==> src/rtl/fetch_sequencer.sv <==
// Instruction fetch sequencer: drives a combinational ROM and presents one registered
// instruction per cycle to decode. Define FETCH_HALT_DETECT_EN to compile in halt-word detection.
module fetch_sequencer #(
   parameter int                ADDR_W    = 10,
   parameter int                DATA_W    = 10,
   parameter logic [ADDR_W-1:0] START_PC  = 10'd1,
   parameter logic [DATA_W-1:0] HALT_WORD = 10'b0010000010
) (
   input  logic              clk,
   input  logic              reset_n,
   input  logic              start,
   output logic [ADDR_W-1:0] rom_addr,
   input  logic [DATA_W-1:0] rom_data,
   output logic [DATA_W-1:0] instr,
   output logic [ADDR_W-1:0] instr_pc,
   output logic              instr_valid,
   input  logic              instr_ready,
   input  logic              redirect_valid,
   input  logic [ADDR_W-1:0] redirect_addr,
   output logic              busy,
   output logic              halted
);

`ifdef FETCH_HALT_DETECT_EN
   localparam logic HALT_EN = 1'b1;
`else
   localparam logic HALT_EN = 1'b0;
`endif

   localparam logic [ADDR_W-1:0] PC_ONE = {{(ADDR_W-1){1'b0}}, 1'b1};

   typedef enum logic [1:0] {
      ST_IDLE  = 2'd0,
      ST_RUN   = 2'd1,
      ST_DRAIN = 2'd2,
      ST_HALT  = 2'd3
   } state_t;

   state_t            state_q, state_d;
   logic [ADDR_W-1:0] pc_q, pc_d;
   logic [DATA_W-1:0] instr_q, instr_d;
   logic [ADDR_W-1:0] instr_pc_q, instr_pc_d;
   logic              instr_valid_q, instr_valid_d;
   logic              busy_q, busy_d;
   logic              halted_q, halted_d;
   logic              fetch_s;
   logic              halt_hit_s;

   assign fetch_s    = (!instr_valid_q || instr_ready) && !redirect_valid;
   assign halt_hit_s = HALT_EN && (rom_data == HALT_WORD);

   // Next-state, next-pc and instruction-register update
   always_comb begin
      state_d       = state_q;
      pc_d          = pc_q;
      instr_d       = instr_q;
      instr_pc_d    = instr_pc_q;
      instr_valid_d = instr_valid_q;
      case (state_q)
         ST_IDLE, ST_HALT: begin
            if (start) begin
               pc_d          = START_PC;
               instr_valid_d = 1'b0;
               state_d       = ST_RUN;
            end else begin
               state_d = state_q;
            end
         end
         ST_RUN: begin
            if (redirect_valid) begin
               pc_d          = redirect_addr;
               instr_valid_d = 1'b0;
               state_d       = ST_RUN;
            end else if (fetch_s) begin
               instr_d       = rom_data;
               instr_pc_d    = pc_q;
               instr_valid_d = 1'b1;
               pc_d          = pc_q + PC_ONE;
               if (halt_hit_s) begin
                  state_d = ST_DRAIN;
               end else begin
                  state_d = ST_RUN;
               end
            end else begin
               state_d = ST_RUN;
            end
         end
         ST_DRAIN: begin
            // The halt word still has to be handed to decode before stopping.
            if (redirect_valid) begin
               pc_d          = redirect_addr;
               instr_valid_d = 1'b0;
               state_d       = ST_RUN;
            end else if (instr_valid_q && instr_ready) begin
               instr_valid_d = 1'b0;
               state_d       = ST_HALT;
            end else begin
               state_d = ST_DRAIN;
            end
         end
         default: begin
            state_d       = ST_IDLE;
            instr_valid_d = 1'b0;
         end
      endcase
      busy_d   = (state_d == ST_RUN) || (state_d == ST_DRAIN);
      halted_d = (state_d == ST_HALT);
   end

   // State and output registers
   always_ff @(posedge clk or negedge reset_n) begin
      if (!reset_n) begin
         state_q       <= ST_IDLE;
         pc_q          <= START_PC;
         instr_q       <= {DATA_W{1'b0}};
         instr_pc_q    <= {ADDR_W{1'b0}};
         instr_valid_q <= 1'b0;
         busy_q        <= 1'b0;
         halted_q      <= 1'b0;
      end else begin
         state_q       <= state_d;
         pc_q          <= pc_d;
         instr_q       <= instr_d;
         instr_pc_q    <= instr_pc_d;
         instr_valid_q <= instr_valid_d;
         busy_q        <= busy_d;
         halted_q      <= halted_d;
      end
   end

   assign rom_addr    = pc_q;
   assign instr       = instr_q;
   assign instr_pc    = instr_pc_q;
   assign instr_valid = instr_valid_q;
   assign busy        = busy_q;
   assign halted      = halted_q;

endmodule
==> config.mk <==
export PLATFORM = sky130hd
export DESIGN_NAME = fetch_sequencer
export DESIGN_NICKNAME = d
export VERILOG_FILES = /design/src/rtl/fetch_sequencer.sv
export SDC_FILE = /design/constraint.sdc
export NUM_CORES = 1
export LEC_CHECK = 0
export ABC_AREA = 1
export BUFFER_PORTS_ARGS = -buffer_cell sky130_fd_sc_hd__buf_2
export CORE_MARGIN = 8
export CORE_UTILIZATION = 45
export DETAILED_ROUTE_END_ITERATION = 8
export PLACE_DENSITY = 0.77
export SLEW_MARGIN = 20
export SYNTH_ARGS = -nofsm -noshare
export SYNTH_HDL_FRONTEND = slang
export SYNTH_SLANG_ARGS = --single-unit
==> constraint.sdc <==
create_clock -name clk -period 2.8 [get_ports clk]
set_input_delay 0.56 -clock clk [delete_from_list [all_inputs] [get_ports clk]]
set_output_delay 0.56 -clock clk [all_outputs]
set_load 0.01 [all_outputs]
# == Word-level counts from Yosys, hierarchy flattened ==
# Index checks and enable logic that the tools add are counted.
# totals
word_cells,45
input_bits,25
out_inout_bits,33
register_bits,35
# classes
n_addsub,1
eq_ne,10
bitwise_logic,1
muxes,15
n_reduce_logical,11
# ops
operator,n
$mux 10,4
$pmux 10 s3,1
$add 10x1->10 const B,1
$reduce_and 3->1,3
$eq 2x2->1 const B,4
$mux 1,6
$ne 3x3->1 const B,2
$pmux 2 s3,1
$eq 2x1->1 const B,2
$mux 2,2
$ne 2x2->1 const B,2
$pmux 1 s3,1
$logic_and 1x1->1,2
$logic_not 1->1,2
$logic_not 2->1,1
$logic_or 1x1->1,2
$reduce_or 2->1,1
$not 1->1,1

# == Depth between registers and ports, before layout ==
# Gate-level depths: netlist of run 1.
# depth
ltp_word,6
ltp_mapped,10
depth_no_buf,10

# == Worst setup path before layout of run 1 ==
# OpenSTA, ideal clock, no wires.
# synth_timing
kind,register to register
start,register state_q[1]
end,register instr_q[5] (netlist: instr[5])
setup_time_ns,0.125
slack_ns,1.239
arrival_ns,1.436
required_ns,2.675
path_stages_with_launch,9
path_cell_list,dfrtp_1 inv_1 ha_1 nand2_4 inv_4 o21ai_2 buf_6 buf_8 mux2_4
# synth_between
elab_chain_cells,2
# synth_rtl
element,line_no,source
from (decl),39,"state_t state_q, state_d;"
from (signal assigned),121,state_q <= state_d;
$eq 2x1->1,59,case (state_q)
$reduce_and 3->1 (no line),--,
to (signal assigned),115,instr_q <= {DATA_W{1'b0}};
to (signal assigned),123,instr_q <= instr_d;
to (decl),41,"logic [DATA_W-1:0] instr_q, instr_d;"
# No other way between the ends.
# A chain may end at the register's enable or synchronous reset.

# == Final worst setup path of run 1 ==
# layout_timing
start,register state_q[0]
end,register pc_q[4] (netlist: rom_addr[4])
# layout_between
elab_chain_cells,4
word_cells_on_any_way,10
classes_between,eq/ne: 6; mux: 1; reduce/logical: 3
# layout_rtl
element,line_no,source
$eq 2x2->1 or $logic_not 2->1 (tied branches),59,
$reduce_or 2->1,59,
$ne 2x2->1 (no line),--,
$reduce_and 3->1 (no line),--,
to (signal assigned),122,pc_q <= pc_d;
to (decl),40,"logic [ADDR_W-1:0] pc_q, pc_d;"
# Parallel ways exist; a longest one is shown, timed or not.

==> results.txt, run 1 <==
Cells after synthesis: 201
CP Capture Type: flip-flop
Fin worst setup slack: 1.025 ns
Slew headroom: 49.31%
Placed cell area: 2067 µm²
First-pass GRT wire length: 7224 µm
Remaining DRCs: 0
Final Non-Filler Cells: 312
Setup tns final: 0 ns
I/O Buffers: 57
Core area: 3689 µm²
Final WL: 4152 µm
Count of clock tree sinks: 35
Routed WL per cell: 13.31 µm
Synth cell types: 26
Crit Path Max Fanout: 10
Global Route Usage Sum: 14.46%
Iter 0 DRT Violations: 120
Cell area after layout: 2166 µm²
Critical path startpoint category: flip-flop
Antenna fix cells: 0
CTS buffer count: 5
Post-place setup slack: 0.9611 ns
Outcome: finished clean
Reg-to-Reg Start: state_q[0]
Vias in the first global route: 1566
Layout cells sized above 1: 31.82%
Hold_buf cts: 0
Pwr dens: 819.5 nW/µm²
# setup viols final: 0
Final Skew: 0.007451 ns
Clk root buf: clkbuf_8
Initial antenna violation count: 0
Crit path time final: 1.775 ns
Die Span Y: 78.26 µm
Final Hold Vio Count: 0
Drt pass-1 iters: 4
Slew at the pin closest to its max-slew limit: 0.7603 ns
Max Slew Vio Count: 0
Inst Count DP: 304
Global route total overflow: 0
Layout net count: 292
Synth Warn #: 0
Final period utilization: 63.40%
Antenna-violating nets left: 0
Std-Cell Rows: 22
Req. time, crit path: 3.00 ns
Critical Path AT: 1.98 ns
Worst Path Class, Setup: flip-flop to flip-flop
Placer Congestion: 0.9166
CTS tree: done
FF-to-FF End: rom_addr[4]
Vias per Instance: 4.974
Die width: 78.26 µm
Syn_area_per_cell: 8.677 µm²
Clock latency on the worst-skew pair: 0.29 ns
Largest net degree at the start of global routing: 36
Setup slack, reg-to-reg: 1.02 ns
Worst reg2reg path depth: 7
Commonest non-fill, non-tap cell in the layout: nand2_1
Sequential area share after synthesis: 50.29%
VDD IR max: 0.3695 mV
RSZ-0062 raised after global routing: false
Cell area after synthesis: 1744 µm²
Synth-to-Final Area Change: 24.18%
Clock Path Buffers: 2
CTS clk-pin slew, worst paths: 0.08 ns
Post-CTS Setup Inserts: 0
Max cap viols: 0
Ports: 58
Die area: 6124 µm²
# H-tree levels: 2
HP Class: primary input to asynchronous set/reset pin
Most frequent cells in the layout: nand2_1, buf_2, dfrtp_1
Number of synthesized register bits: 35
Post-cts sizing count: 0
Overall via count from detail_route: 1552
Synthesized net count: 230
Detailed placement HPWL: 3177 µm
P_leak: 1.178 nW
Initial Utilization: 47.29%
Maximum clock rate: 0.5633 GHz
==> power breakdown <==
group	internal [mW]	total [mW]	switching (mW)
Combinational	0.255	0.601	0.346
Clock	0.201	0.386	0.186
Sequential	0.665	0.788	0.123
Total	1.12	1.77	0.654
==> registers in the layout (all words and copies together), names as in the netlist <==
name and flops:
instr_pc 10, halted 1, busy 1, state_q 2, rom_addr 10, instr 10, instr_valid 1
==> metal layers <==
metal	vias to the layer above	wire length (µm)	global-route usage (%)
met5	-	0	0
met4	0	51	5.370
met1	715	1737	17.23
met2	58	1934	23.12
li1	772	-	-
met3	7	429	5.581
==> cell type report <==
class                      count  area (µm²)
tap                           48       60.06
multi-input combinational    135       729.5
fill                         354        1523
clock buffer                   6       82.58
timing repair buffer          58       292.8
sequential                    35       877.1
inverter                      28       107.6
clock inverter                 2       16.27
==> cells by family (layout without fill, tap and decap cells) <==
family | Yosys count | after routing | synth area share, %
and+or+nand+nor | 88 | 88 | 21.38
DFF | 35 | 35 | 50.29
AOI/OAI and AO/OA | 32 | 32 | 10.04
buffers and inverters | 31 | 94 | 7.890
muxes | 11 | 11 | 7.533
adders and majority gates | 4 | 4 | 2.870
==> per-stage QoR <==
| step | power, mW | hold slack (ns) | utilization, % |
|---|---|---|---|
| finish | 1.775 | 0.3378 | 58.72 |
| floorplan | 1.133 | 0.2644 | - |
| CTS | 1.798 | 0.3565 | 58.72 |
| detailed placement | 1.404 | 0.4716 | 56.04 |
| global route | 1.906 | 0.3928 | 58.72 |
| global placement | 1.389 | 0.4625 | 56.04 |
==> worst max path at each step <==
stage / from / endpoint / slack, ns / cells after the start
after floorplan: state_q[1] / instr[5] / 1.24 / 8
after global placement: redirect_valid / instr[7] / 1.03 / 7
after detailed placement: redirect_valid / instr[7] / 0.96 / 7
after CTS: state_q[0] / instr[7] / 1.02 / 6
after global routing: state_q[0] / rom_addr[4] / 0.90 / 7
final: state_q[0] / rom_addr[4] / 1.02 / 7
==> synth_stat cells (all sizes together) <==
cell type | instances | area share, %
nand2 | 59 | 13
dfrtp | 34 | 49
inv | 28 | 6.2
o21ai | 23 | 6.8
nor2 | 15 | 3.4
mux2 | 11 | 7.5
nand3 | 11 | 3.9
ha | 4 | 2.9
a21oi | 3 | 0.86
o22ai | 3 | 1.1
buf | 2 | 1.5
nand4 | 2 | 0.72
a22oi | 1 | 0.43
a31oi | 1 | 0.36
clkbuf | 1 | 0.22
dfstp | 1 | 1.5
nor3 | 1 | 0.29
o32ai | 1 | 0.50
==> critical path, stage by stage, from the launching register on <==
cell     delay, ns
dfrtp_1       0.37
inv_1         0.06
ha_1          0.36
nand2_1       0.19
nand3_4       0.14
nor2_2        0.39
nand2_1       0.09
o21ai_0       0.09
(Power assumes the default switching activity.)
==> run 2: changes to the inputs <==
--- a/config.mk
+++ b/config.mk
@@ -10,7 +10,7 @@
 export CORE_MARGIN = 8
 export CORE_UTILIZATION = 45
 export DETAILED_ROUTE_END_ITERATION = 8
-export PLACE_DENSITY = 0.77
+export PLACE_DENSITY = 0.8
 export SLEW_MARGIN = 20
 export SYNTH_ARGS = -nofsm -noshare
 export SYNTH_HDL_FRONTEND = slang
==> constraint.sdc (replaced) <==
create_clock -name clk -period 1.55 [get_ports clk]
set_input_delay 0.31 -clock clk [delete_from_list [all_inputs] [get_ports clk]]
set_output_delay 0.31 -clock clk [all_outputs]
set_load 0.01 [all_outputs]
==> run 2 against run 1 <==
  * Die area is the same
  * Combinational power grew 100%
  * Hold slack lost 0.085 ns
  * Largest cell class unchanged
==> results.txt, run 2 (synthesis gave the netlist of run 1 again) <==
Outcome: finished clean
Drt pass-1 iters: 4
Layout net count: 302
Final period utilization: 97.91%
Overall via count from detail_route: 1556
Initial Utilization: 47.29%
Largest net degree at the start of global routing: 30
Antenna fix cells: 0
Ports: 58
Net Sw Frac: 36.05%
Global route total overflow: 0
Layout cells sized above 1: 36.13%
Slew at the pin closest to its max-slew limit: 0.4058 ns
Worst Setup SP: state_q[1]
Clock latency on the worst-skew pair: 0.29 ns
Final Skew: 0.003413 ns
Die Span Y: 78.26 µm
Std-Cell Rows: 22
CTS clk-pin slew, worst paths: 0.06 ns
Detailed placement HPWL: 3314 µm
Core area: 3689 µm²
HP Class: primary input to flip-flop
Vias in the first global route: 1540
Iter 0 DRT Violations: 119
Vias per Instance: 4.832
Die area: 6124 µm²
Initial antenna violation count: 0
Req. time, crit path: 1.72 ns
RSZ-0062 raised after global routing: true
Remaining DRCs: 0
I/O Buffers: 57
Most frequent cells in the layout: nand2_1, buf_2, dfrtp_1
Clock Path Buffers: 2
Final WL: 4163 µm
Critical path startpoint category: flip-flop
Psw: 1.173 mW
Routed WL per cell: 12.93 µm
Pwr dens: 1409 nW/µm²
WHS: 0.2528 ns
Placer Congestion: 0.9060
FF-to-FF End: instr_pc[2]
# H-tree levels: 2
Cell area after layout: 2310 µm²
Combinational Power Share: 37.4%
Die width: 78.26 µm
Final Non-Filler Cells: 322
Fin worst setup slack: 0.03244 ns
Antenna-violating nets left: 0
CP Capture Type: flip-flop
Crit Path Max Fanout: 29
CTS buffer count: 5
Synth-to-Final Area Change: 32.42%
CTS tree: done
# setup viols final: 0
Inst Count DP: 311
Placed cell area: 2160 µm²
Sequential Power Share: 43.4%
Max Slew Vio Count: 0
Clk root buf: clkbuf_8
P_leak: 1.262 nW
Clk pwr share: 19.2%
First-pass GRT wire length: 6858 µm
Internal cell power: 2.081 mW
Reg-to-Reg Start: state_q[1]
Maximum clock rate: 0.6590 GHz
Worst Path Class, Setup: flip-flop to flip-flop
Worst reg2reg path depth: 7
Critical Path AT: 1.69 ns
Final Hold Vio Count: 0
Crit path to: instr_pc[2]
Final Total Pwr: 3.254 mW
Crit path time final: 1.518 ns
VDD IR max: 0.7189 mV
Count of clock tree sinks: 35
Slew headroom: 72.95%
Post-place setup slack: 0.005470 ns
Max cap viols: 0
Setup slack, reg-to-reg: 0.03 ns
Global Route Usage Sum: 13.74%
## run 2: changes by cell type in the layout (fill, tap and decap cells not counted), moves of 2 or more
cell | previous run | this run
buf_12 | 0 | 3
buf_4 | 1 | 7
clkbuf_1 | 0 | 2
ha_1 | 4 | 2
inv_1 | 26 | 22
inv_2 | 1 | 5
mux2_2 | 9 | 2
mux2_4 | 2 | 9
o21ai_0 | 22 | 18
o21ai_1 | 0 | 4
## run 2: metrics by stage
stage                     setup TNS, ns  utilization (%)
after floorplan                       0                -
after global placement                0            58.55
after detailed placement              0            58.55
after CTS                             0            61.02
after global routing            -0.1052            62.62
final                                 0            62.62
## run 2: power groups by stage
stage | logic [mW] | registers, mW | clock network (mW)
floorplan | 0.498 | 1.55 | 0
CTS | 1.17 | 1.41 | 0.637
global route | 1.35 | 1.46 | 0.672
detailed placement | 1.17 | 1.43 | 0
finish | 1.22 | 1.41 | 0.625
global placement | 1.14 | 1.41 | 0
## run 2: how the worst min path moves through the flow
| stage | end | cells after the start | start |
|---|---|---|---|
| finish | instr[8] | 2 | rom_data[8] |
| floorplan | busy | 0 | reset_n |
| global route | instr[2] | 2 | rom_data[2] |
| detailed placement | instr_valid | 1 | reset_n |
| CTS | instr[7] | 2 | rom_data[7] |
| global placement | instr_valid | 1 | reset_n |
## run 2: critical path, cell delays in order, from the launching register on
cell     delay (ns)
dfrtp_1        0.38
inv_2          0.06
ha_4           0.17
nand2_4        0.10
inv_4          0.05
o21ai_2        0.07
buf_12         0.21
mux2_2         0.35
## run 2: area by class of cell
cell class | instances | area [µm²]
Clock buffer | 7 | 76.32
Clock inverter | 1 | 5.005
Fill cell | 332 | 1379
Inverter | 28 | 107.6
Multi-Input combinational cell | 135 | 775.7
Sequential cell | 35 | 877.1
Tap cell | 48 | 60.06
Timing Repair Buffer | 68 | 407.9
## run 2: metal layers
metal	vias up	global-route usage, %	share of wire, %
met4	0	6.111	1.6
met5	-	0	0
met2	38	21.87	46
met3	8	5.011	6.7
met1	720	16.25	45
li1	790	-	-
## run 2: what timing repair did
action / 4_1_cts / 5_1_grt
endpoints found under the setup margin: 0 / 21
buffers inserted: 0 / 2
gates resized for setup: 0 / 19
hold buffers: 1 / 0
endpoints found under the hold margin: 15 / 0
==> run 3: changes to the inputs <==
--- a/config.mk
+++ b/config.mk
@@ -7,10 +7,13 @@
 export LEC_CHECK = 0
 export ABC_AREA = 1
 export BUFFER_PORTS_ARGS = -buffer_cell sky130_fd_sc_hd__buf_2
+export CELL_PAD_IN_SITES_DETAIL_PLACEMENT = 0
+export CELL_PAD_IN_SITES_GLOBAL_PLACEMENT = 1
 export CORE_MARGIN = 8
-export CORE_UTILIZATION = 45
+export CORE_UTILIZATION = 33
 export DETAILED_ROUTE_END_ITERATION = 8
-export PLACE_DENSITY = 0.8
+export PLACE_DENSITY = 0.81
+export SKIP_CTS_REPAIR_TIMING = 1
 export SLEW_MARGIN = 20
 export SYNTH_ARGS = -nofsm -noshare
 export SYNTH_HDL_FRONTEND = slang
==> run 3 against run 2 <==
  * Power is 3.8% higher
  * Register-to-register slack gained 0.06 ns
  * Via count grew 1.2%
  * Global-route usage decreased by 1.8 points
  * Clock power grew 17%
  * Fmax grew 4.5%
  * Routed wire length grew 5.7%
  * Largest cell class unchanged
  * Sequential cell count stayed put
  * First-iteration DRC count fell by 46%
  * Design area grew 3.6%
==> results.txt, run 3 (synthesis gave the netlist of run 1 again) <==
Std-Cell Rows: 26
Layout cells sized above 1: 39.78%
Routed WL per cell: 12.61 µm
Final Total Pwr: 3.378 mW
Overall via count from detail_route: 1574
HP Class: primary input to asynchronous set/reset pin
FILL cells: 530
Iter 0 DRT Violations: 64
Largest net degree at the start of global routing: 36
Req. time, crit path: 1.72 ns
Final Hold Vio Count: 0
Global Route Usage Sum: 11.98%
Remaining DRCs: 0
Critical path startpoint category: flip-flop
Crit path time final: 1.453 ns
Cell area after layout: 2394 µm²
Max cap viols: 0
Drt pass-1 iters: 4
Slew headroom: 69.90%
Outcome: finished clean
Worst Setup SP: state_q[0]
Initial Utilization: 34.15%
Maximum clock rate: 0.6884 GHz
P_leak: 1.267 nW
Clock latency on the worst-skew pair: 0.28 ns
Placed cell area: 2222 µm²
Die width: 88.70 µm
CTS tree: done
Clock Path Buffers: 2
Reg-to-Reg Start: state_q[0]
Critical Path AT: 1.62 ns
CTS clk-pin slew, worst paths: 0.07 ns
First-pass GRT wire length: 7286 µm
Antenna-violating nets left: 0
Vias in the first global route: 1617
Initial antenna violation count: 0
Slew at the pin closest to its max-slew limit: 0.4499 ns
Crit path to: busy
Final Skew: 0.002387 ns
Worst Path Class, Setup: flip-flop to flip-flop
Crit Path Max Fanout: 4
Die area: 7868 µm²
Layout net count: 307
Commonest non-fill, non-tap cell in the layout: buf_2
CTS buffer count: 5
# H-tree levels: 2
Worst reg2reg path depth: 7
Most frequent cells in the layout: buf_2, nand2_1, dfrtp_1
Pwr dens: 1411 nW/µm²
RSZ-0062 raised after global routing: true
Ports: 58
Placer Congestion: 0.7948
Met3 routed WL: 343 µm
I/O Buffers: 57
Global route total overflow: 0
# setup viols final: 0
Max Slew Vio Count: 0
Vias per Instance: 4.510
Wl on met1: 1898 µm
Setup slack, reg-to-reg: 0.1 ns
Antenna fix cells: 0
Synth-to-Final Area Change: 37.23%
Clk root buf: clkbuf_8
Final period utilization: 93.72%
DR top layer: met4
Detailed placement HPWL: 3433 µm
Count of clock tree sinks: 35
Met2 wire len: 2101 µm
Die Span Y: 88.70 µm
Final WL: 4402 µm
VDD IR max: 0.6182 mV
FF-to-FF End: busy
Core area: 5107 µm²
CP Capture Type: flip-flop
[run 3: cell count changes in the layout (fill, tap and decap cells not counted), moves of 2 or more]
cell      change
clkbuf_1      -2
o21ai_0       +3
mux2_4        -7
clkbuf_8      +2
o21ai_1       -3
buf_12        -2
mux2_2        +7
ha_4          +2
nand2_1       -2
buf_4         +8
[run 3: metal layers]
layer | vias to the layer above | GRT usage (%)
li1 | 805 | -
met1 | 725 | 13.96
met2 | 37 | 20.08
met3 | 7 | 3.807
met4 | 0 | 4.147
met5 | - | 0
[run 3: metrics by stage]
stage               worst slack, ns      TNS (ns)  util (%)  std cells  hold slack, ns
finish                      0.09730             0     46.86        349         0.04913
global route           -0.000005995  -0.000005995     46.86        349         0.08052
CTS                        -0.04012       -0.1016     45.54        349         0.06159
detailed placement         -0.02349      -0.04949     43.51        341          0.3723
global placement          0.0007409             0     43.51        341          0.3721
floorplan                   0.02567             0         -        201         0.01441
[run 3: how the worst min path moves through the flow]
stage | endpoint | start | depth (start not counted) | slack, ns
2_1_floorplan | busy | reset_n | 0 | 0.01
3_3_place_gp | instr_valid | reset_n | 2 | 0.37
3_5_place_dp | instr_valid | reset_n | 2 | 0.37
4_1_cts | halted | reset_n | 2 | 0.06
5_1_grt | rom_addr[2] | reset_n | 2 | 0.08
6_report | instr[8] | reset_n | 2 | 0.05
[run 3: where the power goes]
group,internal (mW),switching [mW]
logic,0.564,0.666
clock network,0.404,0.327
registers,1.20,0.216
total,2.17,1.21
[run 3: area by class of cell]
type,count,area (µm²),share of cell area (%)
flip-flops and latches,35,877.1,36.64
multi-input cells,135,797.0,33.30
repair buffers,73,417.9,17.46
inverters,28,110.1,4.600
clock buffers,7,96.34,4.025
well taps,70,87.58,3.659
clock inverters,1,7.507,0.3136
[run 3: critical path, stage by stage (launching register included)]
cell and delay, ns:
dfrtp_1 0.42, inv_2 0.10, ha_4 0.15, inv_1 0.04, nor2_1 0.11, nor3_1 0.05, a31oi_1 0.21, ha_1 0.27
